[src/rtl/puf_pkg.sv]
// puf_pkg - shared definitions for the PUF challenge sequencer.
//   ST_* / state_t : FSM encodings (IDLE, ARM, FIRE, SAMPLE, HOLD)
//   DEF_LFSR_MASK  : default Galois tap mask for an 8-bit challenge
//   lfsr_next()    : one Galois LFSR step, evaluated on a LFSR_MAX_W-wide
//                    vector; callers zero-extend and truncate to their width.
package puf_pkg;

  localparam logic [2:0] ST_IDLE   = 3'd0;
  localparam logic [2:0] ST_ARM    = 3'd1;
  localparam logic [2:0] ST_FIRE   = 3'd2;
  localparam logic [2:0] ST_SAMPLE = 3'd3;
  localparam logic [2:0] ST_HOLD   = 3'd4;

  typedef enum logic [2:0] {
    IDLE   = ST_IDLE,
    ARM    = ST_ARM,
    FIRE   = ST_FIRE,
    SAMPLE = ST_SAMPLE,
    HOLD   = ST_HOLD
  } state_t;

  localparam logic [7:0] DEF_LFSR_MASK = 8'hB8;

  localparam int unsigned LFSR_MAX_W = 64;

  // Galois step: shift right, fold the mask in when the bit shifted out was 1.
  function automatic logic [LFSR_MAX_W-1:0] lfsr_next(
    input logic [LFSR_MAX_W-1:0] chal,
    input logic [LFSR_MAX_W-1:0] mask
  );
    return (chal >> 1) ^ (chal[0] ? mask : '0);
  endfunction

endpackage

[src/rtl/puf_challenge_seq_if.sv]
// puf_challenge_seq_if - response word valid/ready channel.
//   resp_word  : RESP_BITS packed response, bit i = challenge i
//   resp_valid : resp_word is valid, held until accepted
//   resp_ready : consumer accepts on valid & ready
// master modport = sequencer side, slave modport = consumer side.
interface puf_challenge_seq_if #(
  parameter int unsigned RESP_BITS = 8
);

  logic [RESP_BITS-1:0] resp_word;
  logic                 resp_valid;
  logic                 resp_ready;

  modport master (
    output resp_word,
    output resp_valid,
    input  resp_ready
  );

  modport slave (
    input  resp_word,
    input  resp_valid,
    output resp_ready
  );

endinterface

[src/rtl/puf_lfsr.sv]
// puf_lfsr - CHAL_W-wide Galois LFSR that generates the PUF challenges.
//   clk, reset : clock, synchronous active-high reset (state -> 0)
//   load       : take seed (a zero seed becomes 1, the all-zero state is stuck)
//   seed       : first challenge
//   step       : advance one Galois step (load has priority)
//   chal       : registered current challenge
module puf_lfsr
  import puf_pkg::*;
#(
  parameter int unsigned       CHAL_W    = 8,
  parameter logic [CHAL_W-1:0] LFSR_MASK = CHAL_W'(DEF_LFSR_MASK)
) (
  input  logic              clk,
  input  logic              reset,
  input  logic              load,
  input  logic [CHAL_W-1:0] seed,
  input  logic              step,
  output logic [CHAL_W-1:0] chal
);

  logic [CHAL_W-1:0] chal_q;
  logic [CHAL_W-1:0] chal_d;

  always_comb begin
    chal_d = chal_q;
    if (load) begin
      chal_d = (seed == '0) ? CHAL_W'(1) : seed;
    end else if (step) begin
      chal_d = CHAL_W'(lfsr_next(LFSR_MAX_W'(chal_q), LFSR_MAX_W'(LFSR_MASK)));
    end
  end

  always_ff @(posedge clk) begin
    if (reset) begin
      chal_q <= '0;
    end else begin
      chal_q <= chal_d;
    end
  end

  assign chal = chal_q;

endmodule

[src/rtl/puf_challenge_seq.sv]
// puf_challenge_seq - drives a delay-PUF arbiter chain with RESP_BITS LFSR
// challenges expanded from one seed and packs the sampled results into a
// response word handed out on a valid/ready channel.
//   clk, reset : single clock, synchronous active-high reset
//   start/seed : 1-cycle request, seed sampled with it (0 -> 1); ignored while busy
//   busy       : accepted start .. response handshake
//   puf_chal   : registered challenge, stable while puf_run is high
//   puf_run    : registered run strobe, high SETTLE_CYCLES clocks per evaluation
//   puf_result : synchronised arbiter result, sampled in SAMPLE
//   resp       : puf_challenge_seq_if master (resp_word/resp_valid/resp_ready)
// Each evaluation is ARM (SETTLE_CYCLES) + FIRE (SETTLE_CYCLES) + SAMPLE (1),
// so resp_valid rises RESP_BITS*(2*SETTLE_CYCLES+1) clocks after the start edge.
// Build option PUF_SEQ_VOTE_EN: every challenge is evaluated three times and the
// stored bit is the majority; the LFSR advances only after the third sample.
module puf_challenge_seq
  import puf_pkg::*;
#(
  parameter int unsigned       CHAL_W        = 8,
  parameter int unsigned       RESP_BITS     = 8,
  parameter int unsigned       SETTLE_CYCLES = 8,
  parameter logic [CHAL_W-1:0] LFSR_MASK     = CHAL_W'(DEF_LFSR_MASK)
) (
  input  logic                clk,
  input  logic                reset,
  input  logic                start,
  input  logic [CHAL_W-1:0]   seed,
  output logic                busy,
  output logic [CHAL_W-1:0]   puf_chal,
  output logic                puf_run,
  input  logic                puf_result,
  puf_challenge_seq_if.master resp
);

  localparam int unsigned       CNT_W    = $clog2(SETTLE_CYCLES + 1);
  localparam int unsigned       IDX_W    = (RESP_BITS > 1) ? $clog2(RESP_BITS) : 1;
  localparam logic [CNT_W-1:0]  CNT_LOAD = CNT_W'(SETTLE_CYCLES - 1);
  localparam logic [IDX_W-1:0]  IDX_LAST = IDX_W'(RESP_BITS - 1);

  state_t                state;
  logic [CNT_W-1:0]      settle_cnt;
  logic [IDX_W-1:0]      bit_idx;
  logic [RESP_BITS-1:0]  word_q;
  logic                  valid_q;
  logic                  busy_q;
  logic                  run_q;

  logic                  lfsr_load;
  logic                  lfsr_step;
  logic                  last_eval;   // this SAMPLE completes the current challenge
  logic                  sample_bit;  // value stored into the response word

`ifdef PUF_SEQ_VOTE_EN
  logic [1:0] vote_cnt;
  logic [1:0] ones_cnt;
  logic [1:0] ones_next;

  assign ones_next  = ones_cnt + {1'b0, puf_result};
  assign last_eval  = (vote_cnt == 2'd2);
  // ones_next >= 2 out of 3 samples is the majority
  assign sample_bit = ones_next[1];

  always_ff @(posedge clk) begin
    if (reset) begin
      vote_cnt <= '0;
      ones_cnt <= '0;
    end else if (state == IDLE && start) begin
      vote_cnt <= '0;
      ones_cnt <= '0;
    end else if (state == SAMPLE) begin
      if (last_eval) begin
        vote_cnt <= '0;
        ones_cnt <= '0;
      end else begin
        vote_cnt <= vote_cnt + 2'd1;
        ones_cnt <= ones_next;
      end
    end
  end
`else
  assign last_eval  = 1'b1;
  assign sample_bit = puf_result;
`endif

  assign lfsr_load = (state == IDLE) && start;
  assign lfsr_step = (state == SAMPLE) && last_eval;

  puf_lfsr #(
    .CHAL_W    (CHAL_W),
    .LFSR_MASK (LFSR_MASK)
  ) u_lfsr (
    .clk   (clk),
    .reset (reset),
    .load  (lfsr_load),
    .seed  (seed),
    .step  (lfsr_step),
    .chal  (puf_chal)
  );

  always_ff @(posedge clk) begin
    if (reset) begin
      state      <= IDLE;
      settle_cnt <= '0;
      bit_idx    <= '0;
      word_q     <= '0;
      valid_q    <= 1'b0;
      busy_q     <= 1'b0;
      run_q      <= 1'b0;
    end else begin
      unique case (state)
        IDLE: begin
          if (start) begin
            state      <= ARM;
            settle_cnt <= CNT_LOAD;
            bit_idx    <= '0;
            word_q     <= '0;
            busy_q     <= 1'b1;
          end
        end

        ARM: begin
          if (settle_cnt == '0) begin
            state      <= FIRE;
            settle_cnt <= CNT_LOAD;
            run_q      <= 1'b1;
          end else begin
            settle_cnt <= settle_cnt - CNT_W'(1);
          end
        end

        // run drops on the FIRE exit edge so it is high for exactly SETTLE_CYCLES
        FIRE: begin
          if (settle_cnt == '0) begin
            state      <= SAMPLE;
            settle_cnt <= '0;
            run_q      <= 1'b0;
          end else begin
            settle_cnt <= settle_cnt - CNT_W'(1);
          end
        end

        SAMPLE: begin
          run_q <= 1'b0;
          if (last_eval) begin
            word_q[bit_idx] <= sample_bit;
            if (bit_idx == IDX_LAST) begin
              state   <= HOLD;
              valid_q <= 1'b1;
            end else begin
              bit_idx    <= bit_idx + IDX_W'(1);
              state      <= ARM;
              settle_cnt <= CNT_LOAD;
            end
          end else begin
            state      <= ARM;
            settle_cnt <= CNT_LOAD;
          end
        end

        HOLD: begin
          if (resp.resp_ready) begin
            state   <= IDLE;
            valid_q <= 1'b0;
            busy_q  <= 1'b0;
          end
        end

        default: begin
          state <= IDLE;
        end
      endcase
    end
  end

  assign busy            = busy_q;
  assign puf_run         = run_q;
  assign resp.resp_word  = word_q;
  assign resp.resp_valid = valid_q;

endmodule
[src/flat_wrapper.sv]
// flat-port wrapper written by rule: the top's interface ports become plain ports
module puf_challenge_seq_flat import puf_pkg::*;
#(
  parameter int unsigned       CHAL_W        = 8,
  parameter int unsigned       RESP_BITS     = 8,
  parameter int unsigned       SETTLE_CYCLES = 8,
  parameter logic [CHAL_W-1:0] LFSR_MASK     = CHAL_W'(DEF_LFSR_MASK)
)
  (clk, reset, start, seed, busy, puf_chal, puf_run, puf_result, resp_resp_word, resp_resp_valid, resp_resp_ready);
  puf_challenge_seq_if #(.RESP_BITS(RESP_BITS)) resp_i ();
  input  logic clk;
  input  logic reset;
  input  logic start;
  input  logic [CHAL_W-1:0] seed;
  output logic busy;
  output logic [CHAL_W-1:0] puf_chal;
  output logic puf_run;
  input  logic puf_result;
  output wire logic [$bits(resp_i.resp_word)-1:0] resp_resp_word;
  output wire logic [$bits(resp_i.resp_valid)-1:0] resp_resp_valid;
  input wire logic [$bits(resp_i.resp_ready)-1:0] resp_resp_ready;
  assign resp_resp_word = resp_i.resp_word;
  assign resp_resp_valid = resp_i.resp_valid;
  assign resp_i.resp_ready = resp_resp_ready;
  puf_challenge_seq #(.CHAL_W(CHAL_W), .RESP_BITS(RESP_BITS), .SETTLE_CYCLES(SETTLE_CYCLES), .LFSR_MASK(LFSR_MASK)) u_core (.clk(clk), .reset(reset), .start(start), .seed(seed), .busy(busy), .puf_chal(puf_chal), .puf_run(puf_run), .puf_result(puf_result), .resp(resp_i));
endmodule
[config.mk]
export PLATFORM = sky130hd
export DESIGN_NAME = puf_challenge_seq_flat
export DESIGN_NICKNAME = d
export VERILOG_FILES = /design/src/rtl/puf_pkg.sv /design/src/rtl/puf_challenge_seq_if.sv /design/src/rtl/puf_lfsr.sv /design/src/rtl/puf_challenge_seq.sv /design/src/flat_wrapper.sv
export SDC_FILE = /design/constraint.sdc
export NUM_CORES = 1
export LEC_CHECK = 0
export CORE_MARGIN = 1
export CORE_UTILIZATION = 54
export CTS_CLUSTER_DIAMETER = 50
export DETAILED_ROUTE_END_ITERATION = 16
export PLACE_DENSITY = 0.84
export SLEW_MARGIN = 10
export SYNTH_ARGS = -nofsm -noshare
export SYNTH_HDL_FRONTEND = slang
export SYNTH_SLANG_ARGS = --single-unit
[constraint.sdc]
create_clock -name clk -period 2.5 [get_ports clk]
set_input_delay 0.375 -clock clk [delete_from_list [all_inputs] [get_ports clk]]
set_output_delay 0.375 -clock clk [all_outputs]
set_load 0.01 [all_outputs]
==> reports/metrics.cfg <==
[floorplanning]
dieArea_sq_um = 3020
initial_core_util_pct = 59.0
fp.dieW_microns = 55.0
top_level_ports = 32
fp.dieH_microns = 55.0
core-area_sq_um = 2570
row_count = 18

[critical_path]
max_stage_delay_ns = 0.43
worst_setup_path_end_kind = flip-flop
cp_common_cell = ha_1
critPathRequiredTime_ns = 2.73
cpMaxStageDelayCell = dfxtp_1
crit_arrival_ns = 2.14
cp-start-kind = flip-flop
critical_path_class = reg -> reg
crit_path_cell_trace = ha_1 > ha_1 > a21boi_0 > o21ai_0 > a221oi_1
worstPathMaxFanout = 11

[synthesis]
ys_seq_area_share_pct = 38.3
synth_flop_cell = dfxtp_1
syn_avg_cell_area_sq_um = 8.97
yosys.cell_types.count = 46
ys_ff_latch = 29
synthCells = 169
syn_nets = 184
yosys_warnings = 0
netlist_area_sq_um = 1520
synth_edf_count = 0
ys_async_sr_fraction_pct = 0

[global_route]
overflow = 0
grt_max_degree = 20
grt_pass1_wl_mm = 5.69
antenna_found_initial = 0
grtUsageTotal_pct = 26.5
first_global_vias = 1333

[finish]
drive_above_1_share_pct = 8.25
area_growth_pct = 24.9
layout.cells.non_filler = 224
fillCellCount = 207
final_nets = 208
diodes = 0

[run_status]
outcome = complete, no violations

[placed_design]
gp_congestion = 0.854
dpl.hpwl_mm = 2.50
io_buffers = 31
dpl.cell_count = 216

[detailed_routing]
drc = 0
wire_per_inst_microns = 16.3
viasPerCell = 6.50
initialDrtViolationCount = 52
vias = 1455
firstDrtPassIters = 5
drt-total-wl_mm = 3.66
route.antenna.remaining_nets = 0

[pwr]
p_switching_w = 0.000510
pwr-share-seq_pct = 38.8
power_leakage_nw = 0.705
p_int_w = 0.00106
swShare_pct = 32.4
clkPwrFrac_pct = 30.6
power.density_cell_area_nw_per_um2 = 832
ir_drop_v = 0.000780
p_comb_share_pct = 30.6

[sta]
min_period_over_period_pct = 76.2
tns_ns = 0
period_minus_slack_ns = 1.90
skew_ns = 0.0137
rsz0062_at_grt = false
drv_slew = 0
finalHoldViolCount = 0
worst_pin_slew_ns = 0.592
slew_headroom_pct = 60.5
setup_viol = 0
fmax_ghz = 0.525

[job]
max_cap_violations = 0

[worst_hold_path]
hp-class = reg -> reg

[clock_tree]
post_cts_buffers = 0
cts_hold_buf = 0
htreeDepth = 2
numCtsBuffers = 5
clk_latency_ns = 0.33
clock_tree.buffer_depth = 2
clock_sinks = 29
root_buffer = clkbuf_4
cts_tree = yes
clk_pin_slew_ns = 0.10
postCtsResizedCells = 0

## per-layer routing
layer	wire length, microns	global-route usage (%)	vias up
li1	-	-	678
met1	1560	29.6	706
met2	1850	47.4	64
met3	209	6.01	7
met4	42	11.7	0
met5	0	0	-
## cells in the mapped netlist, types with 2 or more instances
master	n	share of area, %
dfxtp_1	29	38
nand3_1	15	5.0
mux2i_1	10	6.6
nand2_1	10	2.5
clkbuf_1	9	2.2
a21oi_1	8	2.6
inv_1	7	1.7
o21ai_0	7	2.3
a22oi_1	6	3.0
nor2_1	6	1.5
nor3_1	5	1.7
buf_6	4	3.0
nand4b_1	4	2.3
a221oi_1	3	1.7
nor3b_1	3	1.5
xor2_1	3	1.7
a311oi_1	2	1.2
a31oi_1	2	0.83
buf_1	2	0.50
buf_2	2	0.66
ha_1	2	1.7
nand3b_1	2	0.99
nor4_1	2	0.83
nor4b_1	2	1.2
o221ai_1	2	1.2
or4_1	2	0.99
## registers in the layout, indices dropped and copies added, names as in the netlist
| register | flops |
|---|---|
| u_core.settle_cnt | 4 |
| u_core.resp.resp_valid | 1 |
| u_core.busy | 1 |
| u_core.u_lfsr.chal | 8 |
| u_core.resp.resp_word | 8 |
| u_core.puf_run | 1 |
| u_core.state | 3 |
| u_core.bit_idx | 3 |
## power groups by stage
stage | clock (W) | combinational, W | sequential [W]
after floorplan | 0 | 0.000381 | 0.000592
after global placement | 0 | 0.000449 | 0.000609
after detailed placement | 0 | 0.000474 | 0.000617
after CTS | 0.000481 | 0.000475 | 0.000608
after global routing | 0.000502 | 0.000527 | 0.000623
final | 0.000481 | 0.000482 | 0.000610
## through the flow
step / area [sq um] / hold WS (ns) / utilization, % / total power (W) / worst slack (ns)
floorplan: 1520 / 0.453 / - / 0.000973 / 1.02
global placement: 1790 / 0.453 / 69.7 / 0.00106 / 0.563
detailed placement: 1790 / 0.469 / 69.7 / 0.00109 / 0.475
CTS: 1890 / 0.484 / 73.7 / 0.00156 / 0.635
global route: 1890 / 0.507 / 73.7 / 0.00165 / 0.402
finish: 1890 / 0.482 / 73.7 / 0.00157 / 0.595
## critical path, delay by kind of cell, from the launching register on
kind / cells / cell delay, ns
compound gates: 3 / 0.84
fa+ha+maj: 2 / 0.53
flops: 1 / 0.43
## cells in the final DEF, fill, tap and decap left out, types with 2 or more instances in the layout
cell / count
a21oi_1: 8
a221oi_1: 3
a22oi_1: 6
a311oi_1: 2
a31oi_1: 2
buf_4: 3
bufinv_16: 2
clkbuf_4: 5
clkdlybuf4s50_1: 31
dfxtp_1: 29
ha_1: 2
inv_1: 7
mux2i_1: 10
nand2_1: 10
nand3_1: 15
nand3b_1: 2
nand4b_1: 4
nor2_1: 6
nor3_1: 5
nor3b_1: 3
nor4_1: 2
nor4b_1: 2
o21ai_0: 7
o221ai_1: 2
or4_1: 2
xor2_1: 3
## cell type report
class | count | area, sq um | area share (%)
Clock inverter | 3 | 65.1 | 3.44
Multi-Input combinational cell | 116 | 812 | 42.9
Tap cell | 30 | 37.5 | 1.98
Inverter | 7 | 26.3 | 1.39
Clock buffer | 5 | 37.5 | 1.98
Sequential cell | 29 | 581 | 30.7
Timing Repair Buffer | 34 | 333 | 17.6
## logic make-up (layout without fill, tap and decap cells)
kind of cell,Yosys count,after routing,synth area share (%)
multiplexers,11,11,7.60
XOR/XNOR,4,4,2.31
AO/OA/AOI/OAI,42,42,19.9
buffers and inverters,24,49,8.09
flip-flops,29,29,38.3
adder cells (fa/ha/maj),2,2,1.65
AND/OR/NAND/NOR,57,57,22.1
## path summary, 6_finish.rpt
check | startpoint | to | slack [ns] | depth (start not counted)
worst max-delay path | u_core.bit_idx[0] | u_core.settle_cnt[0] | 0.60 | 5
worst min-delay path | u_core.resp.resp_word[2] | u_core.resp.resp_word[2] | 0.48 | 2
worst max register to register | u_core.bit_idx[0] | u_core.settle_cnt[0] | 0.60 | 5
worst min register to register | u_core.resp.resp_word[2] | u_core.resp.resp_word[2] | 0.48 | 2
(Power assumes the default switching activity.)
